<file path="src/rtl/seg7_pkg.sv">
// Shared types and constants for the 7-segment scan controller and its decoder.
package seg7_pkg;

    // Widest display the controller supports.
    localparam int MAX_DIGITS = 8;

    // Segment pattern with every segment off.
    localparam logic [6:0] SEG_BLANK = 7'b000_0000;

    // One BCD digit.
    typedef logic [3:0] bcd_t;

    // All anodes off (active-low); slice to the display width in use.
    localparam logic [MAX_DIGITS-1:0] AN_OFF = '1;

    // A BCD digit is only meaningful for values 0..9.
    function automatic logic bcd_valid(input bcd_t v);
        return (v <= 4'd9);
    endfunction

endpackage

</file>
<file path="src/rtl/bcd_to_7seg.sv">
// BCD to 7-segment decoder, active-high segments ordered {g,f,e,d,c,b,a}.
// Values above 9 decode to all segments off.
module bcd_to_7seg
    import seg7_pkg::*;
(
    input  bcd_t       bcd,
    output logic [6:0] seg
);

    // Combinational lookup of the segment pattern for one digit.
    always_comb begin
        seg = SEG_BLANK;
        case (bcd)
            4'd0:    seg = 7'h3F;
            4'd1:    seg = 7'h06;
            4'd2:    seg = 7'h5B;
            4'd3:    seg = 7'h4F;
            4'd4:    seg = 7'h66;
            4'd5:    seg = 7'h6D;
            4'd6:    seg = 7'h7D;
            4'd7:    seg = 7'h07;
            4'd8:    seg = 7'h7F;
            4'd9:    seg = 7'h6F;
            default: seg = SEG_BLANK;
        endcase
    end

endmodule

</file>
<file path="src/rtl/seg7_scan_ctrl.sv">
// Time-multiplexed scan controller for a common-anode multi-digit 7-segment
// display. One shared decoder is fed the digit selected by the scan index;
// new frames are swapped in only when the index wraps, so a frame is never
// shown half old and half new.
// Optional feature: define SEG7_LZ_BLANK_EN for leading-zero suppression.
module seg7_scan_ctrl
    import seg7_pkg::*;
#(
    parameter int NUM_DIGITS   = 4,
    parameter int REFRESH_DIV  = 100000,
    parameter int BLANK_CYCLES = 16
) (
    input  logic                    clk,
    input  logic                    rst,
    input  logic [4*NUM_DIGITS-1:0] digits_in,
    input  logic [NUM_DIGITS-1:0]   dp_in,
    input  logic                    load,
    output logic [6:0]              seg,
    output logic                    dp,
    output logic [NUM_DIGITS-1:0]   an,
    output logic                    frame_done,
    output logic                    pending
);

    localparam int PW = $clog2(REFRESH_DIV);
    localparam int IW = $clog2(NUM_DIGITS);
    localparam int DW = 4 * NUM_DIGITS;

    localparam logic [PW-1:0] PCNT_LAST  = PW'(REFRESH_DIV - 1);
    localparam logic [PW-1:0] PCNT_BLANK = PW'(BLANK_CYCLES);
    localparam logic [IW-1:0] IDX_LAST   = IW'(NUM_DIGITS - 1);

    logic [PW-1:0]         pcnt_q, pcnt_d;
    logic [IW-1:0]         idx_q, idx_d;
    logic [DW-1:0]         act_dig_q, act_dig_d;
    logic [NUM_DIGITS-1:0] act_dp_q, act_dp_d;
    logic [DW-1:0]         pend_dig_q, pend_dig_d;
    logic [NUM_DIGITS-1:0] pend_dp_q, pend_dp_d;
    logic                  pending_q, pending_d;
    logic [6:0]            seg_q, seg_d;
    logic                  dp_q, dp_d;
    logic [NUM_DIGITS-1:0] an_q, an_d;
    logic                  frame_done_q, frame_done_d;

    logic                  slot_end;
    logic                  wrap;
    bcd_t                  cur_bcd;
    logic                  cur_dp;
    logic                  cur_lz;
    logic [6:0]            dec_seg;

    // Prescaler and digit index: the index steps once per slot and wraps per frame.
    always_comb begin
        slot_end = (pcnt_q == PCNT_LAST);
        wrap     = slot_end && (idx_q == IDX_LAST);
        pcnt_d   = slot_end ? '0 : pcnt_q + 1'b1;
        idx_d    = idx_q;
        if (slot_end) begin
            idx_d = (idx_q == IDX_LAST) ? '0 : idx_q + 1'b1;
        end
    end

    // Frame buffering: loads park in the pending frame, the active frame changes only on wrap.
    always_comb begin
        act_dig_d  = act_dig_q;
        act_dp_d   = act_dp_q;
        pend_dig_d = pend_dig_q;
        pend_dp_d  = pend_dp_q;
        pending_d  = pending_q;
        if (wrap) begin
            // A load coinciding with the wrap bypasses the pending buffer.
            if (load) begin
                act_dig_d = digits_in;
                act_dp_d  = dp_in;
            end else if (pending_q) begin
                act_dig_d = pend_dig_q;
                act_dp_d  = pend_dp_q;
            end
            pending_d = 1'b0;
        end else if (load) begin
            pend_dig_d = digits_in;
            pend_dp_d  = dp_in;
            pending_d  = 1'b1;
        end
    end

    // Digit selection, leading-zero mask and next values of the registered pins.
    always_comb begin
        cur_bcd = '0;
        cur_dp  = 1'b0;
        cur_lz  = 1'b0;
        an_d    = AN_OFF[NUM_DIGITS-1:0];
`ifdef SEG7_LZ_BLANK_EN
        begin
            // A digit is a leading zero when it and every digit above it are zero.
            logic zero_run;
            zero_run = 1'b1;
            for (int k = NUM_DIGITS - 1; k >= 1; k--) begin
                zero_run = zero_run && (act_dig_q[4*k +: 4] == 4'd0);
                if (idx_q == IW'(k)) begin
                    cur_lz = zero_run;
                end
            end
        end
`else
        cur_lz = 1'b0;
`endif
        for (int k = 0; k < NUM_DIGITS; k++) begin
            if (idx_q == IW'(k)) begin
                cur_bcd = act_dig_q[4*k +: 4];
                cur_dp  = act_dp_q[k];
                // The anode stays off for the first BLANK_CYCLES of each slot.
                if (pcnt_q >= PCNT_BLANK) begin
                    an_d[k] = 1'b0;
                end
            end
        end
        seg_d        = (!bcd_valid(cur_bcd) || cur_lz) ? SEG_BLANK : dec_seg;
        dp_d         = cur_dp;
        frame_done_d = wrap;
    end

    bcd_to_7seg u_dec (
        .bcd (cur_bcd),
        .seg (dec_seg)
    );

    // State and output registers with synchronous reset.
    always_ff @(posedge clk) begin
        if (rst) begin
            pcnt_q       <= '0;
            idx_q        <= '0;
            act_dig_q    <= '0;
            act_dp_q     <= '0;
            pend_dig_q   <= '0;
            pend_dp_q    <= '0;
            pending_q    <= 1'b0;
            seg_q        <= SEG_BLANK;
            dp_q         <= 1'b0;
            an_q         <= AN_OFF[NUM_DIGITS-1:0];
            frame_done_q <= 1'b0;
        end else begin
            pcnt_q       <= pcnt_d;
            idx_q        <= idx_d;
            act_dig_q    <= act_dig_d;
            act_dp_q     <= act_dp_d;
            pend_dig_q   <= pend_dig_d;
            pend_dp_q    <= pend_dp_d;
            pending_q    <= pending_d;
            seg_q        <= seg_d;
            dp_q         <= dp_d;
            an_q         <= an_d;
            frame_done_q <= frame_done_d;
        end
    end

    assign seg        = seg_q;
    assign dp         = dp_q;
    assign an         = an_q;
    assign frame_done = frame_done_q;
    assign pending    = pending_q;

endmodule
</file>
<file path="config.mk">
export PLATFORM = sky130hd
export DESIGN_NAME = seg7_scan_ctrl
export DESIGN_NICKNAME = d
export VERILOG_FILES = /design/src/rtl/seg7_pkg.sv /design/src/rtl/bcd_to_7seg.sv /design/src/rtl/seg7_scan_ctrl.sv
export SDC_FILE = /design/constraint.sdc
export NUM_CORES = 1
export LEC_CHECK = 0
export BUFFER_PORTS_ARGS = -buffer_cell sky130_fd_sc_hd__buf_2
export CORE_UTILIZATION = 63
export DETAILED_ROUTE_END_ITERATION = 16
export GPL_TIMING_DRIVEN = 0
export PLACE_DENSITY = 0.81
export SKIP_LAST_GASP = 1
export SYNTH_ARGS = -nofsm -noshare
export SYNTH_HDL_FRONTEND = slang
export SYNTH_SLANG_ARGS = --single-unit
</file>
<file path="constraint.sdc">
create_clock -name clk -period 4.2 [get_ports clk]
set_input_delay 0.84 -clock clk [delete_from_list [all_inputs] [get_ports clk]]
set_output_delay 0.84 -clock clk [all_outputs]
set_load 0.02 [all_outputs]
</file>
**After elaboration in Yosys (flattened, before gate mapping)**

Memory sizes are Yosys's and may differ from the RTL's. A register that Yosys moved wholly into a read port is not among the register bits.
Index checks and enable logic that the tools add are counted.

- Bits in registers: 66
- Latch bits: 0
- RAM bits: 0
- Memory bits (read-only): 112
- Output and inout port bits: 14
- Word-level logic and storage cells: 54
- Memories: 1

- Add/subtract/negate cells: 2
- Multiply operators: 0
- Divide/modulo/power cells: 0
- Order comparisons: 2
- Equality and inequality tests: 4
- Shift-type cells: 0
- Multiplexer cells: 14
- Bitwise operators: 6
- Reduce and logical (&&, ||, !) cells: 12

Memories:

| memory | depth | bits a word | read ports | clocked after Yosys merged registers in | write ports | RTL line | RTL |
|---|---|---|---|---|---|---|---|
| (name not given) | 16 | 7 | 1 | 1 | 0 | bcd_to_7seg.sv:13 | `case (bcd)` |

Operators with widths:

| cell | count |
|---|---|
| $mux W16 | 2 |
| $mux W4 | 6 |
| $add A17 B1 Y17 const B | 1 |
| $eq A17 B17 Y1 const B | 1 |
| $ge A17 B5 Y1 const B | 1 |
| $reduce_or A2 Y1 | 7 |
| $not A1 Y1 | 6 |
| $mux W1 | 5 |
| $eq A2 B2 Y1 const B | 2 |
| $le A4 B4 Y1 const B | 1 |
| $reduce_and A2 Y1 | 2 |
| $add A2 B1 Y2 const B | 1 |
| $eq A2 B1 Y1 const B | 1 |
| $logic_not A2 Y1 | 1 |
| $mux W2 | 1 |
| $reduce_bool A2 Y1 | 1 |
| $logic_and A1 B1 Y1 | 1 |

**Longest topological paths before layout**

- Depth after elaboration: 8
- Depth in mapped cells: 11

**Modules after synthesis**

From an unflattened synthesis, not the netlist that was laid out.

- Cells, all modules: 402
- Area, all modules: 3714.8 um^2

Modules (own cells, without submodules):

| module | instances | cells each | area an instance (um^2) | seq. area each (um^2) |
|---|---|---|---|---|
| seg7_scan_ctrl | 1 | 376 | 3513.4 | 1461.4 |
| bcd_to_7seg | 1 | 26 | 201.4 | 0.0 |

**Worst setup path before layout**

OpenSTA, ideal clock, no wires.

- Path kind: register to register
- From: register idx_q[0]
- To: register seg_q[0], in the netlist seg[0]
- Data arrival time: 2372 ps
- Data required time: 4126 ps
- Slack: 1754 ps
- Cell stages (with the launch flop): 12
- Cells stage by stage: dfxtp_1 > ha_1 > clkbuf_1 > clkbuf_1 > nor3b_1 > a211o_1 > inv_1 > ha_1 > inv_1 > a2111oi_0 > o211ai_1 > a31oi_1

- Cells in the longest elaborated chain, start to end: 8

RTL lines:

| what | RTL line | RTL |
|---|---|---|
| start, declared | seg7_scan_ctrl.sv:34 | `logic [IW-1:0] idx_q, idx_d;` |
| start signal, assigned | seg7_scan_ctrl.sv:144 | `idx_q <= idx_d;` |
| $logic_not A2 Y1 | seg7_scan_ctrl.sv:109 | `if (idx_q == IW'(k)) begin` |
| $mux W4 (3 in series) | seg7_scan_ctrl.sv:109 |  |
| $mux W4 (*) | seg7_scan_ctrl.sv:109 |  |
| $le A4 B4 Y1 | seg7_pkg.sv:18 | `return (v <= 4'd9);` |
| $not A1 Y1 (no line) | - |  |
| $reduce_or A2 Y1 (no line) | - |  |
| end, declared | seg7_scan_ctrl.sv:40 | `logic [6:0] seg_q, seg_d;` |

Mark *: on every way between the ends. The rest lies on a longest branch, timed or not.
A chain may end at the register's enable or synchronous reset.

**Worst setup path after layout**

- From: register idx_q[1]
- To: register seg_q[0], in the netlist seg[0]

The elaborated chain is that of the path after synthesis.

==> run_results.csv <==
group,metric,value,unit
floorplan,core,5610,µm²
critical_path,slowest_delay,0.41,ns
logic_synthesis,synth_fp_nets,436,
critical_path,endpoint_kind,"register",
cells_and_area,layout.area.seq,1460,µm²
critical_path,cp_slowest_cell,"clkbuf_1",
critical_path,worst-setup-path-type,"register to register",
logic_synthesis,yosys_warnings,0,
pwr,leakagePower,1.76,nW
placed_design,port_buffers,34,
critical_path,cp_cell_sequence,"ha_1 > clkbuf_1 > clkbuf_1 > nor3b_1 > a211o_1 > inv_1 > ha_1 > inv_1 > a2111oi_0 > o211ai_1 > a31oi_1",
logic_synthesis,ys_seq_elements,73,
floorplan,num_io_pins,37,
cells_and_area,stdcell_area,4200,µm²
timing,setup_viol,0,
critical_path,cp_num_buf_inv,4,
clock_tree,cts_max_level,3,
grt,grt_pass1_wl,13400,µm
clock_tree,cts_made_buffers,9,
timing,period_minus_slack,2.94,ns
cells_and_area,fillCellCount,412,
logic_synthesis,synth_commonest_cells,"dfxtp_1, nand2b_1, mux2i_1, nor2_1, nor2b_1",
critical_path,ff2ff_path_depth,11,
clock_tree,cts_root_buf,"clkbuf_8",
critical_path,cp_max_fo,10,
logic_synthesis,ys_seq_area_frac,0.392,
grt,antenna_found_initial,0,
placed_design,dpl.cell_count,507,
route,drt_iter0_markers,163,
timing,grt_setup_unrepaired,"no",
pwr,power_density,333,nW/µm²
route,routed_wl,7680,µm
cells_and_area,synthToLayoutAreaGrowth,12.5,%
clock_tree,cts_tree,"built",
cells_and_area,diodes,0,
grt,grt.overflow.total,0,
logic_synthesis,yosysTopAreaCellShare,0.392,
grt,grt_pass1_vias,2993,
cells_and_area,layoutNonFillerInstCount,523,
floorplan,die_width,78.9,µm
cells_and_area,final_util,0.749,
clock_tree,cts_resized,0,
hold_path,whs_path_depth,2,
floorplan,die_y,78.9,µm
logic_synthesis,synthFlopType,"dfxtp_1",
critical_path,cp.arrival,3.21,ns
route,firstDrtPassIters,4,
timing,holdWs,0.475,ns
logic_synthesis,avgSynthCellArea,9.30,µm²
hold_path,hp-class,"register to register",
placed_design,place_ws,1.31,ns
cells_and_area,multiInputGateArea,2120,µm²
placed_design,dp_hpwl,5550,µm
logic_synthesis,synthTopCellsByArea,"dfxtp_1, mux2i_1, nand2b_1, mux2_2, nor2_1",
cells_and_area,drive_gt1_frac,0.175,
route,drcViolationCount,0,
grt,grt_start_max_net_pins,12,
clock_tree,post_cts_buffers,0,
timing,maxSlewViolCount,0,
critical_path,crit_required,4.47,ns
timing,fmax,0.340,GHz
logic_synthesis,yosysTopAreaCell,"dfxtp_1",
clock_tree,ctsHoldBuffers,0,
route,vias,2910,
clock_tree,insertion_delay,0.35,ns
logic_synthesis,syn_area,3730,µm²
timing,fin_skew,0.0100,ns
critical_path,startpoint_type,"register",
floorplan,dieArea,6230,µm²
clock_tree,clk_path_buf_depth,2,
timing,setup_tns,0,ns
floorplan,std_cell_rows,27,
pwr,vdd.ir_drop.worst,254,µV
flow_run,maxCapViolCount,0,
logic_synthesis,async_flop_share,0,
logic_synthesis,synth_edf_count,0,
timing,setup_ws,1.26,ns
cells_and_area,nNetsFinal,481,
critical_path,crit_start,"idx_q[1]",
critical_path,r2r_start,"idx_q[1]",
logic_synthesis,yosysMostFrequentCell,"dfxtp_1",
route,avgViaCountPerCell,5.56,
placed_design,gp_routability_congestion,0.867,
route,postRouteAntennaNets,0,
status,status,"complete, no violations",
critical_path,r2r-end,"seg[0]",
critical_path,reg2reg_slack,1.26,ns
critical_path,cpLargestDelayFamily,"compound AO/OA/AOI/OAI gates",
hold_path,min_to,"pend_dig_q[9]",
floorplan,initial_core_util,0.665,
timing,worstMarginPinSlew,0.854,ns
hold_path,hold_start,"pend_dig_q[9]",
timing,fin_crit_sh,0.700,
logic_synthesis,postSynthCellCount,401,
timing,relSlewSlack,0.431,
clock_tree,cts_sinks,73,
pwr,total_power,1.40,mW
route,wl_per_cell,14.7,µm
grt,grt_usage,0.277,
clock_tree,clk_pin_slew_worst_paths,0.07,ns
logic_synthesis,netlist-cell-type-count,45,
placed_design,dpl-instance-area,3990,µm²
timing,hold_violations,0,
-- how the worst max path moves through the flow --
stage / endpoint / slack, ns / depth (start not counted)
after CTS: seg[0] / 1.32 / 11
after global placement: seg[0] / 1.35 / 11
after global routing: seg[0] / 1.05 / 11
after detailed placement: seg[0] / 1.31 / 11
final: seg[0] / 1.26 / 11
after floorplan: seg[0] / 1.75 / 11
-- registers in the layout, indices dropped and copies added (netlist names), 2 cells and up --
register	flops
pend_dig_q	16
pcnt_q	17
an	4
idx_q	2
pend_dp_q	4
act_dp_q	4
act_dig_q	16
seg	7
-- power breakdown --
| part | switching [mW] | leakage [nW] | internal (mW) |
|---|---|---|---|
| combinational | 0.0570 | 1.06 | 0.0461 |
| sequential | 0.0101 | 0.595 | 0.710 |
| clock | 0.253 | 0.107 | 0.323 |
| total | 0.320 | 1.76 | 1.08 |
-- metal layers --
| metal | wire length [µm] | GRT usage |
|---|---|---|
| met1 | 3540 | 0.341 |
| met2 | 3750 | 0.474 |
| met3 | 234 | 0.0483 |
| met4 | 157 | 0.118 |
| met5 | 0 | 0 |
-- tightest hold or removal path: stages (launching register included) --
cell	delay, ns
dfxtp_1	0.32
nand2b_1	0.06
mux2i_1	0.05
-- layout by cell type (no fill, tap or decap), types with 11 or more instances in the layout --
cell type  instances
buf_2             38
clkbuf_1          16
clkbuf_8          12
dfxtp_1           73
ha_1              12
inv_1             15
mux2_2            21
mux2i_1           42
nand2b_1          43
nor2_1            41
nor2b_1           24
xnor2_1           11
-- final cells by class --
class / instances / area share
Inverter: 15 / 0.0134
Multi-Input combinational cell: 291 / 0.506
Clock buffer: 14 / 0.0411
Buffer: 22 / 0.0209
Sequential cell: 73 / 0.348
Clock inverter: 2 / 0.00835
Tap cell: 72 / 0.0215
Timing Repair Buffer: 34 / 0.0405
-- cell families (layout without fill, tap and decap cells) --
kind of cell | Yosys count | after routing | share of synthesized area
muxes | 63 | 63 | 0.176
xor gates and xnor gates | 12 | 12 | 0.0282
buffers and inverters | 37 | 87 | 0.0386
DFF | 73 | 73 | 0.392
AOI/OAI and AO/OA | 40 | 40 | 0.0748
adders and majority gates | 12 | 12 | 0.0403
and+or+nand+nor | 164 | 164 | 0.250
Note: power is estimated with default switching activity, not from simulation.
